**src/rtl/nibble_serial_borrow_lookahead_subtractor.sv**
```systemverilog
// Nibble-serial subtractor: diff = a - b - bin, one 4-bit borrow-lookahead slice per clock.
// Define SUB_OVF_EN to add the signed-overflow output ovf.
module nibble_serial_borrow_lookahead_subtractor #(
  parameter int WIDTH = 16
) (
  input  logic             clk,
  input  logic             rst_n,
  input  logic             in_valid,
  output logic             in_ready,
  input  logic [WIDTH-1:0] a,
  input  logic [WIDTH-1:0] b,
  input  logic             bin,
  output logic             out_valid,
  input  logic             out_ready,
  output logic [WIDTH-1:0] diff,
  output logic             bout
`ifdef SUB_OVF_EN
  ,
  output logic             ovf
`endif
);

  localparam int N     = WIDTH / 4;
  localparam int CNT_W = (N > 1) ? $clog2(N) : 1;

  typedef enum logic [1:0] {IDLE, RUN, DONE} state_t;

  state_t             state;
  logic [CNT_W-1:0]   cnt;
  logic [WIDTH-1:0]   a_r;
  logic [WIDTH-1:0]   b_r;
  logic               borrow;

  logic [CNT_W+1:0]   idx;
  logic [3:0]         a_nib;
  logic [3:0]         b_nib;
  logic [3:0]         g;
  logic [3:0]         p;
  logic [4:0]         bc;
  logic [3:0]         d;
  logic               last;

  // bc[i] is the borrow into bit i; bc[4] is the slice borrow-out.
  function automatic logic [4:0] borrow_chain(input logic [3:0] gg, input logic [3:0] pp,
                                              input logic b0);
    logic [4:0] c;
    c[0] = b0;
    c[1] = gg[0] | (pp[0] & b0);
    c[2] = gg[1] | (pp[1] & gg[0]) | (pp[1] & pp[0] & b0);
    c[3] = gg[2] | (pp[2] & gg[1]) | (pp[2] & pp[1] & gg[0]) | (pp[2] & pp[1] & pp[0] & b0);
    c[4] = gg[3] | (pp[3] & gg[2]) | (pp[3] & pp[2] & gg[1]) | (pp[3] & pp[2] & pp[1] & gg[0])
         | (&pp & b0);
    return c;
  endfunction

  assign idx   = {cnt, 2'b00};
  assign a_nib = a_r[idx +: 4];
  assign b_nib = b_r[idx +: 4];
  assign g     = ~a_nib & b_nib;
  assign p     = ~(a_nib ^ b_nib);
  assign bc    = borrow_chain(g, p, borrow);
  assign d     = a_nib ^ b_nib ^ bc[3:0];
  assign last  = (cnt == CNT_W'(N - 1));

  assign in_ready  = (state == IDLE);
  assign out_valid = (state == DONE);

  always_ff @(posedge clk or negedge rst_n) begin
    if (!rst_n) begin
      state  <= IDLE;
      cnt    <= '0;
      a_r    <= '0;
      b_r    <= '0;
      borrow <= 1'b0;
      diff   <= '0;
      bout   <= 1'b0;
`ifdef SUB_OVF_EN
      ovf    <= 1'b0;
`endif
    end else begin
      case (state)
        IDLE: begin
          if (in_valid) begin
            a_r    <= a;
            b_r    <= b;
            borrow <= bin;
            cnt    <= '0;
            state  <= RUN;
          end
        end
        RUN: begin
          diff[idx +: 4] <= d;
          borrow         <= bc[4];
          cnt            <= cnt + 1'b1;
          if (last) begin
            bout  <= bc[4];
`ifdef SUB_OVF_EN
            // Operands of differing sign overflow when the result sign departs from a's.
            ovf   <= (a_r[WIDTH-1] ^ b_r[WIDTH-1]) & (d[3] ^ a_r[WIDTH-1]);
`endif
            state <= DONE;
          end
        end
        DONE: begin
          if (out_ready) state <= IDLE;
        end
        default: state <= IDLE;
      endcase
    end
  end

endmodule

```
**config.mk**
```make
export PLATFORM = sky130hd
export DESIGN_NAME = nibble_serial_borrow_lookahead_subtractor
export DESIGN_NICKNAME = d
export VERILOG_FILES = /design/src/rtl/nibble_serial_borrow_lookahead_subtractor.sv
export SDC_FILE = /design/constraint.sdc
export NUM_CORES = 1
export LEC_CHECK = 0
export BUFFER_PORTS_ARGS = -buffer_cell sky130_fd_sc_hd__buf_2
export CAP_MARGIN = 20
export CORE_ASPECT_RATIO = 0.75
export CORE_MARGIN = 10
export CORE_UTILIZATION = 29
export DETAILED_ROUTE_END_ITERATION = 7
export GPL_TIMING_DRIVEN = 0
export MAX_ROUTING_LAYER = met4
export PLACE_DENSITY_LB_ADDON = 0.05
export SLEW_MARGIN = 20
export SYNTH_ARGS = -nofsm -noshare
export SYNTH_HDL_FRONTEND = slang
export SYNTH_SLANG_ARGS = --single-unit
```
**constraint.sdc**
```tcl
create_clock -name clk -period 3.6 [get_ports clk]
set_clock_uncertainty 0.1 [all_clocks]
set_input_delay 0.36 -clock clk [delete_from_list [all_inputs] [get_ports clk]]
set_output_delay 0.36 -clock clk [all_outputs]
set_load 0.01 [all_outputs]
```
======== Word-level counts from Yosys, hierarchy flattened ========
Index checks and enable logic that the tools add are counted.
Widths: inputs -> output; s select.
operators by class
  add/subtract/negate cells ............... 2
  equality and inequality tests ........... 6
  shift-type cells ........................ 4
  multiplexer cells ....................... 9
  bitwise logic cells ..................... 30
  reduce and logical (&&, ||, !) cells .... 7
operator list
  operator                number
  $shiftx 16x5->4         2
  $bwmux 16               1
  $shift 4x6->16 const A  1
  $shiftx 4x6->16         1
  $and 1x1->1             15
  $or 1x1->1              10
  $mux 2                  4
  $not 4->4               2
  $xor 4x4->4             2
  $neg 4->6               1
  $pmux 2 s3              1
  $reduce_and 2->1        3
  $and 4x4->4             1
  $eq 2x2->1 const B      2
  $ne 2x2->1 const B      2
  $pmux 2 s2              1
  $reduce_and 4->1        1
  $reduce_and 3->1        1
  $add 2x1->2 const B     1
  $eq 2x1->1 const B      1
  $logic_not 2->1         1
  $ne 2x1->1 const B      1
  $pmux 1 s2              1
  $reduce_bool 2->1       1
  $mux 1                  1
word-level totals
  register bits ........................... 54
  bits of input ports ..................... 37
  output and inout port bits .............. 19
  logic and storage cells ................. 65

======== Longest topological paths before layout ========
Gate-level depths: netlist of run 1.
  word-level depth ........................ 10
  mapped depth ............................ 9
  depth with buffers taken out ............ 7

======== Least setup slack after synthesis of run 1 ========
OpenSTA, ideal clock, no wires.
  kind .................................... register to register
  start ................................... register cnt[0]
  end ..................................... register diff[11]
  library setup time ...................... 0.067 ns
  arrival time ............................ 2.505 ns
  required time ........................... 3.433 ns
  setup slack ............................. 0.928 ns
  stages on the path, launching flop included .. 10
  path buffers ............................ 2
  clock period less this slack ............ 2.672 ns
  cells stage by stage .................... dfrtp_1 -> buf_2 -> buf_2 -> mux4_2 -> inv_1 -> ha_1 -> a211oi_1 -> nor2_1 -> o311ai_1 -> a22o_1
between the ends
  longest elaborated chain between the ends .. 10
  elaborated cells between the ends (all ways) .. 26
  classes of those cells .................. add/sub: 1; shift: 4; mux: 1; bitwise: 20
RTL lines
  item                                                     RTL line    text
  start, declared                                          29          logic [CNT_W-1:0] cnt;
  start signal, assigned                                   94          cnt <= cnt + 1'b1;
  $shiftx 16x5->4 (on tied branches)                       57, 58
  $xor 4x4->4 or $not 4->4 (tied branches)                 60, 62, 59
  $not 4->4 or $and 4x4->4 (tied branches)                 60, 59
  $and 1x1->1                                              50          c[3] = gg[2] | (pp[2] & gg[1]) | (pp[2] & pp[1] & gg[0]) | (pp[2] & pp[1] & pp[0] & b0);
  $or 1x1->1 or $and 1x1->1 (tied branches) (2 in series)  50
  $or 1x1->1                                               50
  $xor 4x4->4                                              62          assign d = a_nib ^ b_nib ^ bc[3:0];
  $shiftx 4x6->16                                          92          diff[idx +: 4] <= d;
  $bwmux 16 (*)                                            92
  end signal, assigned                                     75          diff <= '0;
  end signal, assigned by index                            92
  end, declared                                            15          output logic [WIDTH-1:0] diff,
Every way passes the cells marked *; elsewhere a longest branch is shown, timed or not.
A chain may end at the register's enable or synchronous reset.

======== Worst setup path in the final report of run 1 ========
Same ends and word-level chain as after synthesis.

==> run_results.csv, run 1 <==
group,metric,value,unit
placed_design,port_buffers,55,
drt,drcViolationCount,0,
drt,drt_iter0_drc,67,
setup_path,path_class,"flop to flop",
pwr,power,3.39,mW
finish,area_growth,24.4,%
timing,period_minus_slack,3.23,ns
timing,max_freq,310,MHz
die,core_area,8450,sq um
clock_tree,postCtsSetupBuffers,0,
clock_tree,cts_root_buffer,"clkbuf_16",
setup_path,worstSetupStartpointType,"flop",
setup_path,r2r-end,"diff[11]$_DFFE_PN0P_",
clock_tree,cts.sinks,54,
die,ios,56,
status,status,"finished, final reports clean",
die,die_w,128,um
synth,yosysTopAreaCell,"dfrtp_1",
timing,max-slew-margin-rel,52.5,%
global_route,grt_pass1_vias,1942,
synth,synth_seq_cells,54,
synth,synth.distinct_cells,32,
drt,postRouteAntennaNets,0,
global_route,grtUsageMet2,14.5,%
finish,final_nets,302,
clock_tree,holdBufCountCts,0,
timing,finalHoldViolCount,0,
global_route,grt_antenna_before_repair,0,
clock_tree,clkLatencyLatePin,0.30,ns
synth,async_reset_ff_share,100,%
die,initial_core_util,29.8,%
global_route,grt_busiest_layer,"met2",
global_route,grt_pass1_wl,10200,um
synth,ys_seq_area_share,53.7,%
die,num_rows,29,
global_route,grt_use_total,10.3,%
synth,synth_area_per_cell,13.1,sq um
timing,finalCritPeriodShare,89.6,%
finish,final_common_cell,"buf_2",
timing,rsz0062_at_grt,"no",
placed_design,place_ws,0.115,ns
synth,synth-main-ff-cell,"dfrtp_1",
setup_path,required,3.74,ns
flow_run,drv_cap,0,
timing,setup_viol,0,
global_route,met1_usage,13.9,%
drt,wl,6160,um
finish,final_cell_mix,"buf_2, dfrtp_1, mux2_2",
clock_tree,clockBufferDepth,2,
timing,tns,0,ns
synth,synth_top_area_share,53.7,%
worst_hold_path,holdCritPathClass,"primary input to async pin",
synth,syn_nets,240,
placed_design,hpwlAfterDp,4580,um
finish,drive_gt1_share,45.5,%
timing,timing.final.ws_setup,0.373,ns
drt,drt_first_pass_iters,4,
clock_tree,cts_resized,0,
global_route,grt_use_met3,3.05,%
pwr,ir_drop,0.000467,V
finish,n_antenna_cell,0,
synth,synthTopCellsByArea,"dfrtp_1, mux2_2, mux4_2, ha_1, nand2_1",
setup_path,path_max_fanout,10,
setup_path,rrSetupSlack,0.37,ns
global_route,grt_max_degree,55,
drt,vias,1706,
timing,maxSlewViolCount,0,
drt,via_per_inst,4.70,
clock_tree,cts_buffers,5,
synth,synth-edff-count,0,
synth,synth_area,2520,sq um
synth,yosysWarnings,0,
setup_path,r2r_cells,9,
pwr,p_per_area,1080,nW/um^2
synth,syn_inst,192,
clock_tree,cts.clk_slew.worst_paths,0.08,ns
placed_design,gp_congestion,0.737,
timing,worst_pin_slew,0.712,ns
finish,fin_util,37.0,%
pwr,power_leakage,1.50,nW
global_route,grt-ovfl-total,0,
die,die_h,101,um
setup_path,rr_startpoint,"cnt[0]$_DFFE_PN0P_",
setup_path,critPathCaptureType,"flop",
setup_path,cp.arrival,3.37,ns
drt,wl_per_cell,17.0,um
die,die-area,12800,sq um
clock_tree,cts_tree,"yes",
clock_tree,htreeDepth,2,
timing,hold_ws,0.0143,ns
==> where the power goes <==
group          switching, mW  internal [mW]  leakage, nW
Combinational          0.970          0.755        0.733
Sequential             0.152          0.882        0.670
Clock                  0.229          0.400       0.0940
Total                   1.35           2.04         1.50
==> metrics by stage <==
step	instances	area (sq um)
3_3_place_gp	355	2930
3_5_place_dp	355	2930
4_1_cts	363	3120
5_1_grt	363	3130
6_report	363	3130
2_1_floorplan	192	2520
==> how the worst max path moves through the flow <==
stage	to	start	slack [ns]
floorplan	diff[11]$_DFFE_PN0P_	cnt[0]$_DFFE_PN0P_	0.93
global placement	diff[11]$_DFFE_PN0P_	cnt[0]$_DFFE_PN0P_	0.20
detailed placement	diff[11]$_DFFE_PN0P_	cnt[0]$_DFFE_PN0P_	0.11
CTS	diff[11]$_DFFE_PN0P_	cnt[0]$_DFFE_PN0P_	0.11
global route	diff[11]$_DFFE_PN0P_	cnt[0]$_DFFE_PN0P_	0.22
finish	diff[11]$_DFFE_PN0P_	cnt[0]$_DFFE_PN0P_	0.37
==> cells in the mapped netlist (2+ instances only) <==
| cell type | count |
|---|---|
| o21ai_1 | 3 |
| o21ai_2 | 3 |
| a22o_1 | 4 |
| mux2_2 | 32 |
| a211oi_1 | 2 |
| buf_2 | 6 |
| mux4_2 | 8 |
| a21o_1 | 2 |
| ha_1 | 10 |
| or3_1 | 2 |
| dfrtp_1 | 54 |
| o21ai_0 | 11 |
| nor2_1 | 5 |
| nand2b_1 | 3 |
| nand4_1 | 2 |
| nand2_1 | 21 |
| inv_1 | 9 |
==> layer usage <==
layer  up-vias  wire, um
met5         -         0
met4         0        71
met3         7       241
met2        37      2540
met1       854      3300
li1        808         -
==> kinds of logic after synthesis <==
family | share of synthesized area, %
DFF | 53.7
and+or+nand+nor | 8.10
xor gates and xnor gates | 0.348
adders and majority gates | 5.77
muxes | 21.5
buffers and inverters | 2.98
AOI/OAI and AO/OA | 7.65
==> sequential cells by signal, indices dropped and copies added (netlist names) <==
register  count
a_r          16
b_r          16
diff         16
cnt           2
state         2
borrow        1
bout          1
==> layout make-up <==
class	instances	area (sq um)
Fill cell	851	5320
Sequential cell	54	1350
Multi-Input combinational cell	121	1100
Timing Repair Buffer	55	278
Tap cell	108	135
Clock buffer	5	125
Clock inverter	3	68.8
Buffer	8	41.3
Inverter	9	33.8
==> worst max-delay path, stage by stage, from the launching register on <==
cell      delay (ns)
dfrtp_1         0.40
buf_2           0.26
buf_2           0.34
mux4_2          0.58
inv_1           0.13
ha_1            0.26
a211oi_1        0.25
nor2_1          0.11
o311ai_2        0.50
a22o_1          0.23
No activity file was read; power rests on OpenSTA's default activity.
==> inputs of run 2 (changes only) <==
--- a/config.mk
+++ b/config.mk
@@ -5,7 +5,8 @@
 export SDC_FILE = /design/constraint.sdc
 export NUM_CORES = 1
 export LEC_CHECK = 0
-export BUFFER_PORTS_ARGS = -buffer_cell sky130_fd_sc_hd__buf_2
+export ABC_CLOCK_PERIOD_IN_PS = 3100
+export BUFFER_PORTS_ARGS = -buffer_cell sky130_fd_sc_hd__buf_4
 export CAP_MARGIN = 20
 export CORE_ASPECT_RATIO = 0.75
 export CORE_MARGIN = 10
==> constraint.sdc (replaced) <==
create_clock -name clk -period 3.1 [get_ports clk]
set_clock_uncertainty 0.1 [all_clocks]
set_input_delay 0.31 -clock clk [delete_from_list [all_inputs] [get_ports clk]]
set_output_delay 0.31 -clock clk [all_outputs]
set_load 0.01 [all_outputs]
==> run_results.csv, run 2 (synthesized netlist as in run 1, its figures left out) <==
group,metric,value,unit
pwr,power_leakage,1.51,nW
finish,fin_cells,363,
finish,stdcell_area,3260,sq um
clock_tree,cts.sinks,54,
placed_design,place_area,3070,sq um
finish,area_growth,29.4,%
timing,max_freq,350,MHz
timing,maxSlewViolCount,0,
drt,drt_iter0_drc,67,
placed_design,port_buffers,55,
global_route,grt_max_degree,55,
setup_path,r2r_cells,9,
global_route,grt_pass1_wl,9980,um
finish,drive_gt1_share,45.5,%
die,initial_core_util,29.8,%
clock_tree,cts.clk_slew.worst_paths,0.07,ns
finish,final_nets,302,
pwr,p_per_area,1210,nW/um^2
drt,wl,6170,um
setup_path,crit_family,"compound AO/OA/AOI/OAI gates",
pwr,p_sw,1.57,mW
status,violations,"hold timing",
die,die-area,12800,sq um
die,num_rows,29,
timing,max-slew-margin-rel,52.9,%
die,die_h,101,um
drt,wl_per_cell,17.0,um
global_route,grt_antenna_before_repair,0,
timing,finalHoldViolCount,54,
finish,final_common_cell,"buf_4",
setup_path,path_max_fanout,10,
flow_run,drv_cap,0,
setup_path,critPathCaptureType,"flop",
timing,hold_ws,-0.0301,ns
timing,period_minus_slack,2.85,ns
clock_tree,clkLatencyLatePin,0.29,ns
setup_path,crit_cells,9,
drt,drcViolationCount,0,
timing,tns,0,ns
drt,vias,1673,
clock_tree,cts_root_buffer,"clkbuf_16",
placed_design,place_ws,-0.321,ns
pwr,comb_power_share,53.3,%
pwr,p_seq_share,30.4,%
setup_path,path_buf_inv,3,
die,die_w,128,um
setup_path,crit_path_top_delay_cell,"mux4_2",
clock_tree,cts_buffers,5,
pwr,p_sw_share,39.6,%
setup_path,rrSetupSlack,0.25,ns
global_route,grt_use_total,10.0,%
pwr,ir_drop,0.000484,V
status,status,"finished with violations",
clock_tree,htreeDepth,2,
die,ios,56,
placed_design,gp_congestion,0.714,
drt,via_per_inst,4.61,
timing,setup_viol,0,
placed_design,hpwlAfterDp,4570,um
setup_path,path_class,"flop to flop",
drt,drt_first_pass_iters,4,
clock_tree,clockBufferDepth,2,
timing,finalCritPeriodShare,92.1,%
timing,timing.final.ws_setup,0.246,ns
placed_design,dpl.cell_count,355,
global_route,grt-ovfl-total,0,
pwr,intPower,2.39,mW
timing,worst_pin_slew,0.707,ns
worst_hold_path,holdCritPathClass,"primary input to async pin",
clock_tree,holdBufCountCts,0,
setup_path,rr_startpoint,"cnt[0]$_DFFE_PN0P_",
finish,largestRegisters,"a_r (16), b_r (16), diff (16)",
finish,fin_util,38.5,%
finish,n_antenna_cell,0,
global_route,grt_pass1_vias,1841,
pwr,clockPowerShare,16.2,%
clock_tree,cts_tree,"yes",
die,core_area,8450,sq um
setup_path,required,3.23,ns
drt,postRouteAntennaNets,0,
setup_path,slowest_delay,0.55,ns
setup_path,worstSetupStartpointType,"flop",
finish,final_cell_mix,"buf_4, dfrtp_1, mux2_2",
timing,rsz0062_at_grt,"no",
setup_path,cp.arrival,2.99,ns
setup_path,r2r-end,"diff[11]$_DFFE_PN0P_",
setup_path,crit_chain,"clkbuf_4 > buf_4 > mux4_2 > inv_1 > ha_1 > a211oi_1 > nor2_1 > o311ai_4 > a22o_1",
[run 2: cell types whose count changed in the layout (fill, tap and decap cells not counted)]
cell / before / now
clkinv_4: 1 / 0
clkinvlp_4: 0 / 1
bufinv_16: 2 / 1
o311ai_4: 0 / 1
buf_4: 2 / 57
buf_2: 60 / 4
nor2_2: 0 / 1
clkbuf_1: 1 / 2
o311ai_2: 1 / 0
clkbuf_4: 0 / 1
nor2_1: 5 / 4
[run 2: how the worst max path moves through the flow]
| stage | startpoint | to | slack (ns) |
|---|---|---|---|
| after floorplan | cnt[0]$_DFFE_PN0P_ | diff[11]$_DFFE_PN0P_ | 0.43 |
| after global placement | cnt[0]$_DFFE_PN0P_ | diff[11]$_DFFE_PN0P_ | -0.31 |
| after detailed placement | cnt[0]$_DFFE_PN0P_ | diff[11]$_DFFE_PN0P_ | -0.32 |
| after CTS | cnt[0]$_DFFE_PN0P_ | diff[11]$_DFFE_PN0P_ | 0.04 |
| after global routing | cnt[0]$_DFFE_PN0P_ | diff[7]$_DFFE_PN0P_ | 0.04 |
| final | cnt[0]$_DFFE_PN0P_ | diff[11]$_DFFE_PN0P_ | 0.25 |
[run 2: layout make-up]
class / instances / area, sq um
well taps: 108 / 135
flip-flops and latches: 54 / 1350
plain buffers: 8 / 46.3
multi-input cells: 121 / 1110
clock buffers: 6 / 129
inverters: 9 / 33.8
fillers: 846 / 5200
clock inverters: 2 / 37.5
repair buffers: 55 / 413
[run 2: repair_timing]
item	in CTS	in global routing
gates resized for setup	3	3
setup buffers	0	0
endpoints found under the setup margin	5	6
[run 2: through the flow]
stage / hold WS, ns / power, mW
floorplan: -0.0856 / 2.56
global placement: 0.329 / 3.26
detailed placement: 0.317 / 3.25
CTS: 0.00969 / 4.04
global route: 0.0276 / 4.30
finish: -0.0301 / 3.95
[run 2: layer usage]
metal  GRT usage, %  part of all wire, %  vias up
met2           14.1                   43       34
met5              -                    0        -
met3           2.63                  3.8        2
met4           2.33                 0.47        0
met1           14.1                   53      833
li1               -                    -      804
[run 2: power groups by stage]
stage                     combinational, mW  sequential, mW  clock, mW
after floorplan                        1.36            1.20          0
after global placement                 2.04            1.22          0
after detailed placement               2.03            1.22          0
after CTS                              2.17            1.21      0.661
after global routing                   2.36            1.25      0.691
final                                  2.11            1.20      0.642
[run 2: worst reg2reg max path: stages (launching register included)]
cell	delay [ns]
dfrtp_1	0.40
clkbuf_4	0.24
buf_4	0.23
mux4_2	0.55
inv_1	0.13
ha_1	0.26
a211oi_1	0.21
nor2_1	0.12
o311ai_4	0.36
a22o_1	0.20
